[src/rtl/imem_boot_pkg.sv]
// Shared types and the rotate-xor checksum step for the PikaRISC image loader.
package imem_boot_pkg;

   typedef enum logic [2:0] {
      ST_IDLE   = 3'd0,
      ST_LOAD   = 3'd1,
      ST_VERIFY = 3'd2,
      ST_RUN    = 3'd3,
      ST_DONE   = 3'd4
   } state_t;

   localparam int CSUM_MAX_W = 64;

   // c' = rotl1(c) ^ w within the low 'width' bits; inputs must be zero above width.
   function automatic logic [CSUM_MAX_W-1:0] csum_step(input logic [CSUM_MAX_W-1:0] c,
                                                        input logic [CSUM_MAX_W-1:0] w,
                                                        input int width);
      logic [CSUM_MAX_W-1:0] mask;
      logic [CSUM_MAX_W-1:0] rot;
      mask = (width >= CSUM_MAX_W) ? {CSUM_MAX_W{1'b1}} : ((64'd1 << width) - 64'd1);
      rot  = ((c << 1) | ((c >> (width - 1)) & 64'd1)) & mask;
      return rot ^ w;
   endfunction

endpackage

[src/rtl/imem_boot_loader_if.sv]
// Image-source handshake plus instruction-memory write/read port of the boot loader.
interface imem_boot_loader_if #(
   parameter int DATA_W = 32,
   parameter int ADDR_W = 8
);
   logic              src_valid;
   logic              src_ready;
   logic [DATA_W-1:0] src_data;
   logic              src_last;
   logic              imem_wr_en;
   logic [ADDR_W-1:0] imem_addr;
   logic [DATA_W-1:0] imem_wr_data;
   logic [DATA_W-1:0] imem_rd_data;

   modport master (
      input  src_valid, src_data, src_last, imem_rd_data,
      output src_ready, imem_wr_en, imem_addr, imem_wr_data
   );

   modport slave (
      output src_valid, src_data, src_last, imem_rd_data,
      input  src_ready, imem_wr_en, imem_addr, imem_wr_data
   );
endinterface

[src/rtl/imem_boot_loader_checksum.sv]
// boot_checksum: rotate-xor accumulator with synchronous clear and enable.
module boot_checksum
   import imem_boot_pkg::*;
#(
   parameter int DATA_W = 32
) (
   input  logic              clk,
   input  logic              reset,
   input  logic              clr,
   input  logic              en,
   input  logic [DATA_W-1:0] data,
   output logic [DATA_W-1:0] sum,
   output logic [DATA_W-1:0] sum_nxt
);
   logic [CSUM_MAX_W-1:0] step_s;

   assign step_s  = csum_step(CSUM_MAX_W'(sum), CSUM_MAX_W'(data), DATA_W);
   assign sum_nxt = step_s[DATA_W-1:0];

   generate
      if (DATA_W < CSUM_MAX_W) begin : g_tail
         logic tail_unused;
         assign tail_unused = ^step_s[CSUM_MAX_W-1:DATA_W];
      end
   endgenerate

   // Accumulator register
   always_ff @(posedge clk) begin
      if (!reset) begin
         sum <= '0;
      end else if (clr) begin
         sum <= '0;
      end else if (en) begin
         sum <= sum_nxt;
      end
   end
endmodule

[src/rtl/imem_boot_loader.sv]
// imem_boot_loader: streams an image into imem, then releases the core for a cycle budget.
// Optional read-back checksum pass enabled by defining IMEM_BOOT_VERIFY_EN.
module imem_boot_loader
   import imem_boot_pkg::*;
#(
   parameter int DATA_W = 32,
   parameter int ADDR_W = 8,
   parameter int CYC_W  = 16
) (
   input  logic              clk,
   input  logic              reset,
   input  logic              start,
   input  logic [CYC_W-1:0]  run_cycles,
   imem_boot_loader_if.master bus,
   output logic              cpu_reset,
   output logic              busy,
   output logic              done,
   output logic [ADDR_W:0]   load_count,
   output logic [CYC_W-1:0]  cycle_count,
   output logic              error
);
   localparam logic [ADDR_W:0]  DEPTH_C = {1'b1, {ADDR_W{1'b0}}};
   localparam logic [ADDR_W:0]  ONE_A   = {{ADDR_W{1'b0}}, 1'b1};
   localparam logic [CYC_W-1:0] ONE_C   = {{(CYC_W-1){1'b0}}, 1'b1};

   state_t            state, state_nxt;
   logic [ADDR_W:0]   ptr;
   logic [CYC_W-1:0]  budget;
   logic [CYC_W-1:0]  cyc;
   logic              err;

   logic              start_ok_s;
   logic              accept_s;
   logic              full_s;
   logic              write_s;
   logic [CYC_W-1:0]  cyc_inc_s;
   logic              run_end_s;
   logic              verify_last_s;
   logic              verify_fail_s;
   logic [ADDR_W-1:0] verify_addr_s;

   assign start_ok_s = start && ((state == ST_IDLE) || (state == ST_DONE));
   assign accept_s   = (state == ST_LOAD) && bus.src_valid;
   assign full_s     = (ptr == DEPTH_C);
   assign write_s    = accept_s && !full_s;
   assign cyc_inc_s  = cyc + ONE_C;
   assign run_end_s  = (state == ST_RUN) && (budget != '0) && (cyc_inc_s == budget);

`ifdef IMEM_BOOT_VERIFY_EN
   logic [ADDR_W:0]   vptr;
   logic [DATA_W-1:0] load_sum;
   logic [DATA_W-1:0] load_nxt_unused;
   logic [DATA_W-1:0] verify_sum_unused;
   logic [DATA_W-1:0] verify_nxt;

   boot_checksum #(.DATA_W(DATA_W)) u_load_sum (
      .clk     (clk),
      .reset   (reset),
      .clr     (start_ok_s),
      .en      (write_s),
      .data    (bus.src_data),
      .sum     (load_sum),
      .sum_nxt (load_nxt_unused)
   );

   boot_checksum #(.DATA_W(DATA_W)) u_verify_sum (
      .clk     (clk),
      .reset   (reset),
      .clr     (start_ok_s),
      .en      (state == ST_VERIFY),
      .data    (bus.imem_rd_data),
      .sum     (verify_sum_unused),
      .sum_nxt (verify_nxt)
   );

   // Final read-back word is folded combinationally so VERIFY lasts exactly load_count cycles.
   assign verify_last_s = (state == ST_VERIFY) && ((vptr + ONE_A) == ptr);
   assign verify_fail_s = verify_last_s && (verify_nxt != load_sum);
   assign verify_addr_s = vptr[ADDR_W-1:0];

   // Read-back pointer
   always_ff @(posedge clk) begin
      if (!reset) begin
         vptr <= '0;
      end else if (state == ST_VERIFY) begin
         vptr <= vptr + ONE_A;
      end else begin
         vptr <= '0;
      end
   end
`else
   logic rd_unused;
   assign rd_unused     = ^bus.imem_rd_data;
   assign verify_last_s = 1'b0;
   assign verify_fail_s = 1'b0;
   assign verify_addr_s = '0;
`endif

   // State register
   always_ff @(posedge clk) begin
      if (!reset) begin
         state <= ST_IDLE;
      end else begin
         state <= state_nxt;
      end
   end

   // Next-state logic
   always_comb begin
      state_nxt = state;
      case (state)
         ST_IDLE: begin
            if (start) state_nxt = ST_LOAD;
            else       state_nxt = ST_IDLE;
         end
         ST_LOAD: begin
            if (accept_s && bus.src_last) begin
`ifdef IMEM_BOOT_VERIFY_EN
               state_nxt = ST_VERIFY;
`else
               state_nxt = ST_RUN;
`endif
            end else begin
               state_nxt = ST_LOAD;
            end
         end
         ST_VERIFY: begin
            if (verify_fail_s)      state_nxt = ST_DONE;
            else if (verify_last_s) state_nxt = ST_RUN;
            else                    state_nxt = ST_VERIFY;
         end
         ST_RUN: begin
            if (run_end_s) state_nxt = ST_DONE;
            else           state_nxt = ST_RUN;
         end
         ST_DONE: begin
            if (start) state_nxt = ST_LOAD;
            else       state_nxt = ST_DONE;
         end
         default: state_nxt = ST_IDLE;
      endcase
   end

   // Memory port drive; writes pass straight through in the accepting cycle
   always_comb begin
      bus.src_ready    = (state == ST_LOAD);
      bus.imem_wr_en   = write_s;
      bus.imem_wr_data = bus.src_data;
      case (state)
         ST_LOAD:   bus.imem_addr = ptr[ADDR_W-1:0];
         ST_VERIFY: bus.imem_addr = verify_addr_s;
         default:   bus.imem_addr = '0;
      endcase
   end

   // Pointer, run budget, cycle counter and sticky error
   always_ff @(posedge clk) begin
      if (!reset) begin
         ptr    <= '0;
         budget <= '0;
         cyc    <= '0;
         err    <= 1'b0;
      end else if (start_ok_s) begin
         ptr    <= '0;
         budget <= run_cycles;
         cyc    <= '0;
         err    <= 1'b0;
      end else begin
         if (write_s) ptr <= ptr + ONE_A;
         if ((accept_s && full_s) || verify_fail_s) err <= 1'b1;
         if ((state == ST_RUN) && !(&cyc)) cyc <= cyc_inc_s;
      end
   end

   assign cpu_reset   = (state == ST_RUN);
   assign busy        = (state == ST_LOAD) || (state == ST_VERIFY) || (state == ST_RUN);
   assign done        = (state == ST_DONE);
   assign load_count  = ptr;
   assign cycle_count = cyc;
   assign error       = err;
endmodule

[src/flat_wrapper.sv]
// flat-port wrapper written by rule: the top's interface ports become plain ports
module imem_boot_loader_flat import imem_boot_pkg::*;
#(
   parameter int DATA_W = 32,
   parameter int ADDR_W = 8,
   parameter int CYC_W  = 16
)
  (clk, reset, start, run_cycles, cpu_reset, busy, done, load_count, cycle_count, error, bus_src_valid, bus_src_data, bus_src_last, bus_imem_rd_data, bus_src_ready, bus_imem_wr_en, bus_imem_addr, bus_imem_wr_data);
  imem_boot_loader_if #(.DATA_W(DATA_W), .ADDR_W(ADDR_W)) bus_i ();
  input  logic clk;
  input  logic reset;
  input  logic start;
  input  logic [CYC_W-1:0] run_cycles;
  output logic cpu_reset;
  output logic busy;
  output logic done;
  output logic [ADDR_W:0] load_count;
  output logic [CYC_W-1:0] cycle_count;
  output logic error;
  input wire logic [$bits(bus_i.src_valid)-1:0] bus_src_valid;
  input wire logic [$bits(bus_i.src_data)-1:0] bus_src_data;
  input wire logic [$bits(bus_i.src_last)-1:0] bus_src_last;
  input wire logic [$bits(bus_i.imem_rd_data)-1:0] bus_imem_rd_data;
  output wire logic [$bits(bus_i.src_ready)-1:0] bus_src_ready;
  output wire logic [$bits(bus_i.imem_wr_en)-1:0] bus_imem_wr_en;
  output wire logic [$bits(bus_i.imem_addr)-1:0] bus_imem_addr;
  output wire logic [$bits(bus_i.imem_wr_data)-1:0] bus_imem_wr_data;
  assign bus_i.src_valid = bus_src_valid;
  assign bus_i.src_data = bus_src_data;
  assign bus_i.src_last = bus_src_last;
  assign bus_i.imem_rd_data = bus_imem_rd_data;
  assign bus_src_ready = bus_i.src_ready;
  assign bus_imem_wr_en = bus_i.imem_wr_en;
  assign bus_imem_addr = bus_i.imem_addr;
  assign bus_imem_wr_data = bus_i.imem_wr_data;
  imem_boot_loader #(.DATA_W(DATA_W), .ADDR_W(ADDR_W), .CYC_W(CYC_W)) u_core (.clk(clk), .reset(reset), .start(start), .run_cycles(run_cycles), .bus(bus_i), .cpu_reset(cpu_reset), .busy(busy), .done(done), .load_count(load_count), .cycle_count(cycle_count), .error(error));
endmodule
[config.mk]
export PLATFORM = sky130hd
export DESIGN_NAME = imem_boot_loader_flat
export DESIGN_NICKNAME = d
export VERILOG_FILES = /design/src/rtl/imem_boot_pkg.sv /design/src/rtl/imem_boot_loader_if.sv /design/src/rtl/imem_boot_loader_checksum.sv /design/src/rtl/imem_boot_loader.sv /design/src/flat_wrapper.sv
export SDC_FILE = /design/constraint.sdc
export NUM_CORES = 1
export LEC_CHECK = 0
export BUFFER_PORTS_ARGS = -buffer_cell sky130_fd_sc_hd__buf_2
export CELL_PAD_IN_SITES_DETAIL_PLACEMENT = 1
export CELL_PAD_IN_SITES_GLOBAL_PLACEMENT = 1
export CORE_ASPECT_RATIO = 2
export CORE_MARGIN = 10
export CORE_UTILIZATION = 31
export DETAILED_ROUTE_END_ITERATION = 6
export GPL_ROUTABILITY_DRIVEN = 0
export PLACE_DENSITY_LB_ADDON = 0.1
export SYNTH_ARGS = -nofsm -noshare
export SYNTH_HDL_FRONTEND = slang
export SYNTH_SLANG_ARGS = --single-unit
[constraint.sdc]
create_clock -name clk -period 3.1 [get_ports clk]
set_clock_uncertainty 0.15 [all_clocks]
set_input_delay 0.31 -clock clk [delete_from_list [all_inputs] [get_ports clk]]
set_output_delay 0.31 -clock clk [all_outputs]
set_load 0.02 [all_outputs]
==> results of run 1 <==
[metrics by stage]
stage	util, %	cell area [um2]	std cells
2_1_floorplan	-	2850	347
3_3_place_gp	33.6	3020	468
3_5_place_dp	33.6	3020	468
4_1_cts	35.2	3180	476
5_1_grt	35.2	3180	476
6_report	35.2	3180	476
[routing by layer]
layer  up-vias  wire length, um  track usage, %
met5         -                0               0
met4         0              283            6.72
met3        17              451            2.82
met2        65             5170            25.5
met1      1193             2960            11.7
li1       1217                -               -
[cells by family (layout without fill, tap and decap cells)]
group,count (synthesis),count (layout),share of synthesized area (%)
AND/OR/NAND/NOR,154,154,28.6
XOR/XNOR,41,41,12.6
adder cells (fa/ha/maj),4,4,1.76
buffers and inverters,56,83,12.0
multiplexers,1,1,0.352
flip-flops,45,45,31.6
AO/OA/AOI/OAI,46,46,13.1
[sequential cells by signal, summed over array words and instances, names as in the netlist]
name	cells
u_core.budget	16
u_core.cycle_count	16
u_core.error	1
u_core.load_count	9
u_core.state	3
[worst max-delay path, cell delays in order, from the launching register on]
cell       delay (ns)
dfxtp_1          0.54
and4_1           0.44
nand3_2          0.24
or3_4            0.45
a2111oi_4        0.38
and4bb_1         0.28
nor4b_1          0.06
[area by class of cell]
type                       instances  area, um2  area share (%)
timing repair buffer              68        363            11.4
tap                              102        128            4.02
multi-input combinational        246       1610            50.6
sequential                        45        901            28.4
clock inverter                     2       13.8           0.433
inverter                           7       26.3           0.827
clock buffer                       6        139            4.37
[Yosys cell counts (all sizes together) (4+ instances only)]
library cell / count
a21boi: 16
and2: 10
and3: 7
buf: 38
clkbuf: 11
dfxtp: 45
ha: 4
inv: 7
nand2: 48
nand3: 9
nand4: 11
nor2: 34
nor3: 9
nor4: 10
o21ai: 5
or3: 4
xnor2: 23
xor2: 18
[path summary, 6_finish.rpt]
kind	from	to	slack (ns)	cells after the start
setup / recovery	u_core.cycle_count[4]	u_core.state[1]	0.45	6
hold / removal	run_cycles[14]	u_core.budget[14]	0.11	3
setup reg to reg	u_core.cycle_count[4]	u_core.state[1]	0.45	6
hold reg to reg	u_core.error	u_core.error	0.34	1
[power breakdown]
part	internal, uW	switching [uW]	total [uW]	leakage, uW
logic	61.0	82.0	143	0.000863
clock network	321	236	557	0.0000768
registers	595	23.7	618	0.000365
==> results.md, run 1 <==
* Total power at roughly 1300 uW
* Fin. Hold Viols at 0
* Mapped Nets at between 400 and 500
* Area Overhead vs Synth at 11.6%
* Worst-path fanout max at 8
* Fill cells at about 1100
* Num ports at roughly 160
* Die width at 87.8 um
* Fin crit share at between 80 and 90%
* RSZ-0062 raised after global routing: false
* Hold slack at ~0.11 ns
* Mapped cell area at between 0.002 and 0.003 mm2
* Leak pwr at ~0.0013 uW
* Pre-CTS WS at roughly 0.44 ns
* Largest net degree at the start of global routing at 22
* Asr flop ratio synth at 0%
* Synth area leaders: dfxtp_1, buf_4, xnor2_1, nand2_1, xor2_1
* Clk_lat worst skew at about 0.29 ns
* Synth Register Bits at 45
* Fin. max-slew vios at 0
* Total negative setup slack at 0 ns
* Initial antenna violation count at 0
* Cells after synthesis at around 350
* Detailed-router iteration count before antenna repair at 4
* Cell accounting for the most synthesized area: dfxtp_1
* N_diodes at 0
* Max frequency at around 0.38 GHz
* Worst Hold Class: primary input to flop
* Final nets at ~460
* Proportion of layout cells with a drive suffix above 1 at about a quarter
* Yosys warns at 0
* Clk root buf: clkbuf_16
* Ys flop type: dfxtp_1
* Port Buf Inserts at 59
* Initial core utilization at between 30% and 40%
* CP arrival at 2.67 ns
* Row Count at 49
* Worst Path Class, Setup: flop to flop
* Post-Route WL at 8870 um
* # clock sinks at 45
* 1st-iter DRT viols at between 70 and 80
* Clock buffer depth at 2
* Slew HR at around 66%
* Core ar. at around 0.0090 mm2
* Vias per cell at ~5.2
* Vias at roughly 2500
* Drt drc at 0
* Max-cap violation count at 0
* Area fraction of the dominant cell type after synthesis at approximately a third
* WL/cell at 18.6 um
* Synth unique cells at 50
* CTS Buf Count at 5
* Outcome: complete, no violations
* Grt ovf at 0
* Post-synth EDFFs at 0
* Post-route worst setup slack at between 0.4 and 0.5 ns
* Worst VDD drop at ~0.00027 V
* Setup bufs post-CTS at 0
* Vias in the first global route at approximately 2700
* Startpoint Class: flop
* Most common cell after layout, fill and taps aside: buf_2
* Crit end category: flop
* Global-route wire length before repair at ~14000 um
* Vert. Die Dim at 156 um
* Hold_buf cts at 0
* Final setup viols at 0
* Clk slew on worst S/H paths at approximately 0.060 ns
* Post-CTS sizing at 0
* Req. time, crit path at roughly 3.1 ns
* Fin crit period at approximately 2.6 ns
* Synthesized area per cell at 8.21 um2
* DIE AREA at 0.0137 mm2
* H-tree depth at 2
* PD cells at about 410 mW/mm2
* Worst-Margin Slew at 0.508 ns
* GRT Total Usage at 13.1%
* Detailed Place HPWL at approximately 7200 um
* TritonCTS clock tree: done
* Most frequent cells in the layout: buf_2, nand2_1, dfxtp_1
* Post-route ant nets at 0
* Sequential share of the synthesized area at a little under a third
Note: power is estimated with default switching activity, not from simulation.
==> run 2: changes to the inputs <==
--- a/config.mk
+++ b/config.mk
@@ -8,7 +8,6 @@
 export BUFFER_PORTS_ARGS = -buffer_cell sky130_fd_sc_hd__buf_2
 export CELL_PAD_IN_SITES_DETAIL_PLACEMENT = 1
 export CELL_PAD_IN_SITES_GLOBAL_PLACEMENT = 1
-export CORE_ASPECT_RATIO = 2
 export CORE_MARGIN = 10
 export CORE_UTILIZATION = 31
 export DETAILED_ROUTE_END_ITERATION = 6
==> run 2 against run 1 <==
Hold slack got worse by 0.019 ns; critical path depth up 1; sequential share of layout area increased by 0.33 points; register-to-register slack improved by 0.03 ns; die area decreased by 1.7%; global-route usage down 0.53 points; fmax up 0.95%; core utilization is 0.24 points higher; worst setup slack better by 0.025 ns; critical path type unchanged; largest cell class unchanged.
==> results.md, run 2 (synthesized netlist as in run 1, its figures left out) <==
* Post-route ant nets at 0 (unchanged)
* Area Overhead vs Synth at 10.3%
* Die width at 116 um (+32%)
* Req. time, crit path at 3.15 ns (+0.02 ns)
* Final nets at 461 (-0.22%)
* Initial antenna violation count at 0 (unchanged)
* Vias at 2454 (-1.5%)
* DIE AREA at 0.0134 mm2 (-1.7%)
* Clk slew on worst S/H paths at 0.09 ns (+0.03 ns)
* Proportion of layout cells with a drive suffix above 1 at 23.3% (-0.47 points)
* Reg2reg setup slack at 0.48 ns (+0.03 ns)
* Max-cap violation count at 0 (unchanged)
* Vias in the first global route at 2500 (-5.8%)
* Outcome: complete, no violations
* Largest net degree at the start of global routing at 27 (+23%)
* CP peak stage delay at 0.54 ns (about the same)
* N_diodes at 0 (unchanged)
* Drt drc at 0 (unchanged)
* CP arrival at 2.67 ns (about the same)
* Vias per cell at 5.10 (-2.5%)
* Hold slack at 0.0921 ns (-0.0190 ns)
* Clock buffer depth at 2 (unchanged)
* Worst VDD drop at 0.000157 V (-43%)
* Slew HR at 63.1% (-3.0 points)
* Final setup viols at 0 (unchanged)
* RSZ-0062 raised after global routing: false
* Fill cells at 1107 (+0.45%)
* # clock sinks at 45 (unchanged)
* Num ports at 156 (unchanged)
* Grt ovf at 0 (unchanged)
* Worst-path fanout max at 8 (unchanged)
* Cells along the critical path: ha_1 -> nand2_1 -> nor4_2 -> o221ai_1 -> a2111oi_4 -> and4bb_1 -> nor4b_1
* GR met1 Demand/Resource at 17.1% (+5.5 points)
* Initial core utilization at 32.2% (+0.59 points)
* Clk_lat worst skew at 0.31 ns (+0.02 ns)
* GR Layer Usage met3 at 2.74% (-0.085 points)
* H-tree depth at 2 (unchanged)
* Clk root buf: clkbuf_8
* Post-Route WL at 8290 um (-6.6%)
* Port Buf Inserts at 59 (unchanged)
* GR Layer Usage met2 at 19.3% (-6.1 points)
* PD cells at 393 mW/mm2 (-5.3%)
* Leak pwr at 0.00128 uW (-1.8%)
* 1st-iter DRT viols at 86 (+18%)
* CP max stage cell: dfxtp_1
* Max frequency at 0.381 GHz (+0.95%)
* Crit path max-delay family: simple AND/OR/NAND/NOR gates
* CP Buf/Inv Count at 0 (unchanged)
* Hold_buf cts at 0 (unchanged)
* GRT Total Usage at 12.5% (-0.53 points)
* Total power at 1230 uW (-6.3%)
* Fin. max-slew vios at 0 (unchanged)
* Setup bufs post-CTS at 0 (unchanged)
* Fin crit period at 2.62 ns (-0.0250 ns)
* Row Count at 34 (-31%)
* Total negative setup slack at 0 ns (unchanged)
* Detailed Place HPWL at 6370 um (-12%)
* Most frequent cells in the layout: buf_2, nand2_1, dfxtp_1
* WL/cell at 17.2 um (-7.5%)
* Core ar. at 0.00885 mm2 (-1.8%)
* Startpoint Class: flop
* Most common cell after layout, fill and taps aside: buf_2
* Crit end category: flop
* Post-CTS sizing at 0 (unchanged)
* Detailed-router iteration count before antenna repair at 4 (unchanged)
* CTS Buf Count at 5 (unchanged)
* Fin. Hold Viols at 0 (unchanged)
* Worst Hold Class: primary input to flop
* Global-route wire length before repair at 13600 um (-3.3%)
* Worst-Margin Slew at 0.552 ns (+0.0438 ns)
* Fin crit share at 84.6% (-0.81 points)
* TritonCTS clock tree: done
* Worst Path Class, Setup: flop to flop
* Vert. Die Dim at 116 um (-26%)
* GRT Max-Usage Layer: met2
## run 2: cell types whose count changed in the layout (fill, tap and decap cells not counted), sizes merged
cell    delta
buf        -1
bufinv     +1
clkbuf     +1
clkinv     -2
## run 2: worst paths after layout
| check | start | to | depth (start not counted) |
|---|---|---|---|
| worst max-delay path | u_core.cycle_count[0] | u_core.state[1] | 7 |
| worst min-delay path | run_cycles[15] | u_core.budget[15] | 3 |
| worst max register to register | u_core.cycle_count[0] | u_core.state[1] | 7 |
| worst min register to register | u_core.error | u_core.error | 1 |
## run 2: worst min-delay path: cells and delay by family
kind / cells / cell delay (ns)
AO/OA/AOI/OAI: 1 / 0.06
buffers and inverters: 1 / 0.09
AND/OR/NAND/NOR: 1 / 0.04
## run 2: per-stage QoR
step                utilization (%)  instances  worst slack, ns  area [um2]
floorplan                         -        347            0.636        2850
global placement               34.2        473            0.484        3020
detailed placement             34.2        473            0.475        3020
CTS                            35.5        481            0.439        3140
global route                   35.5        481            0.271        3140
finish                         35.5        481            0.478        3140
## run 2: layout make-up
cell class	instances	area [um2]	area share, %
tap	108	135	4.30
clock inverter	1	30.0	0.956
inverter	7	26.3	0.837
sequential	45	901	28.7
clock buffer	7	86.3	2.75
multi-input combinational	246	1610	51.2
timing repair buffer	67	355	11.3
## run 2: report_power, final
group	internal [uW]	switching [uW]
clock network	263	213
logic	59.5	81.8
registers	594	22.5
total	917	318
## run 2: layer usage
metal	up-vias	share of wire (%)	wire, um
met5	-	0	0
met4	0	1.1	94
met3	13	6.6	550
met2	69	44	3630
met1	1154	48	4020
li1	1218	-	-
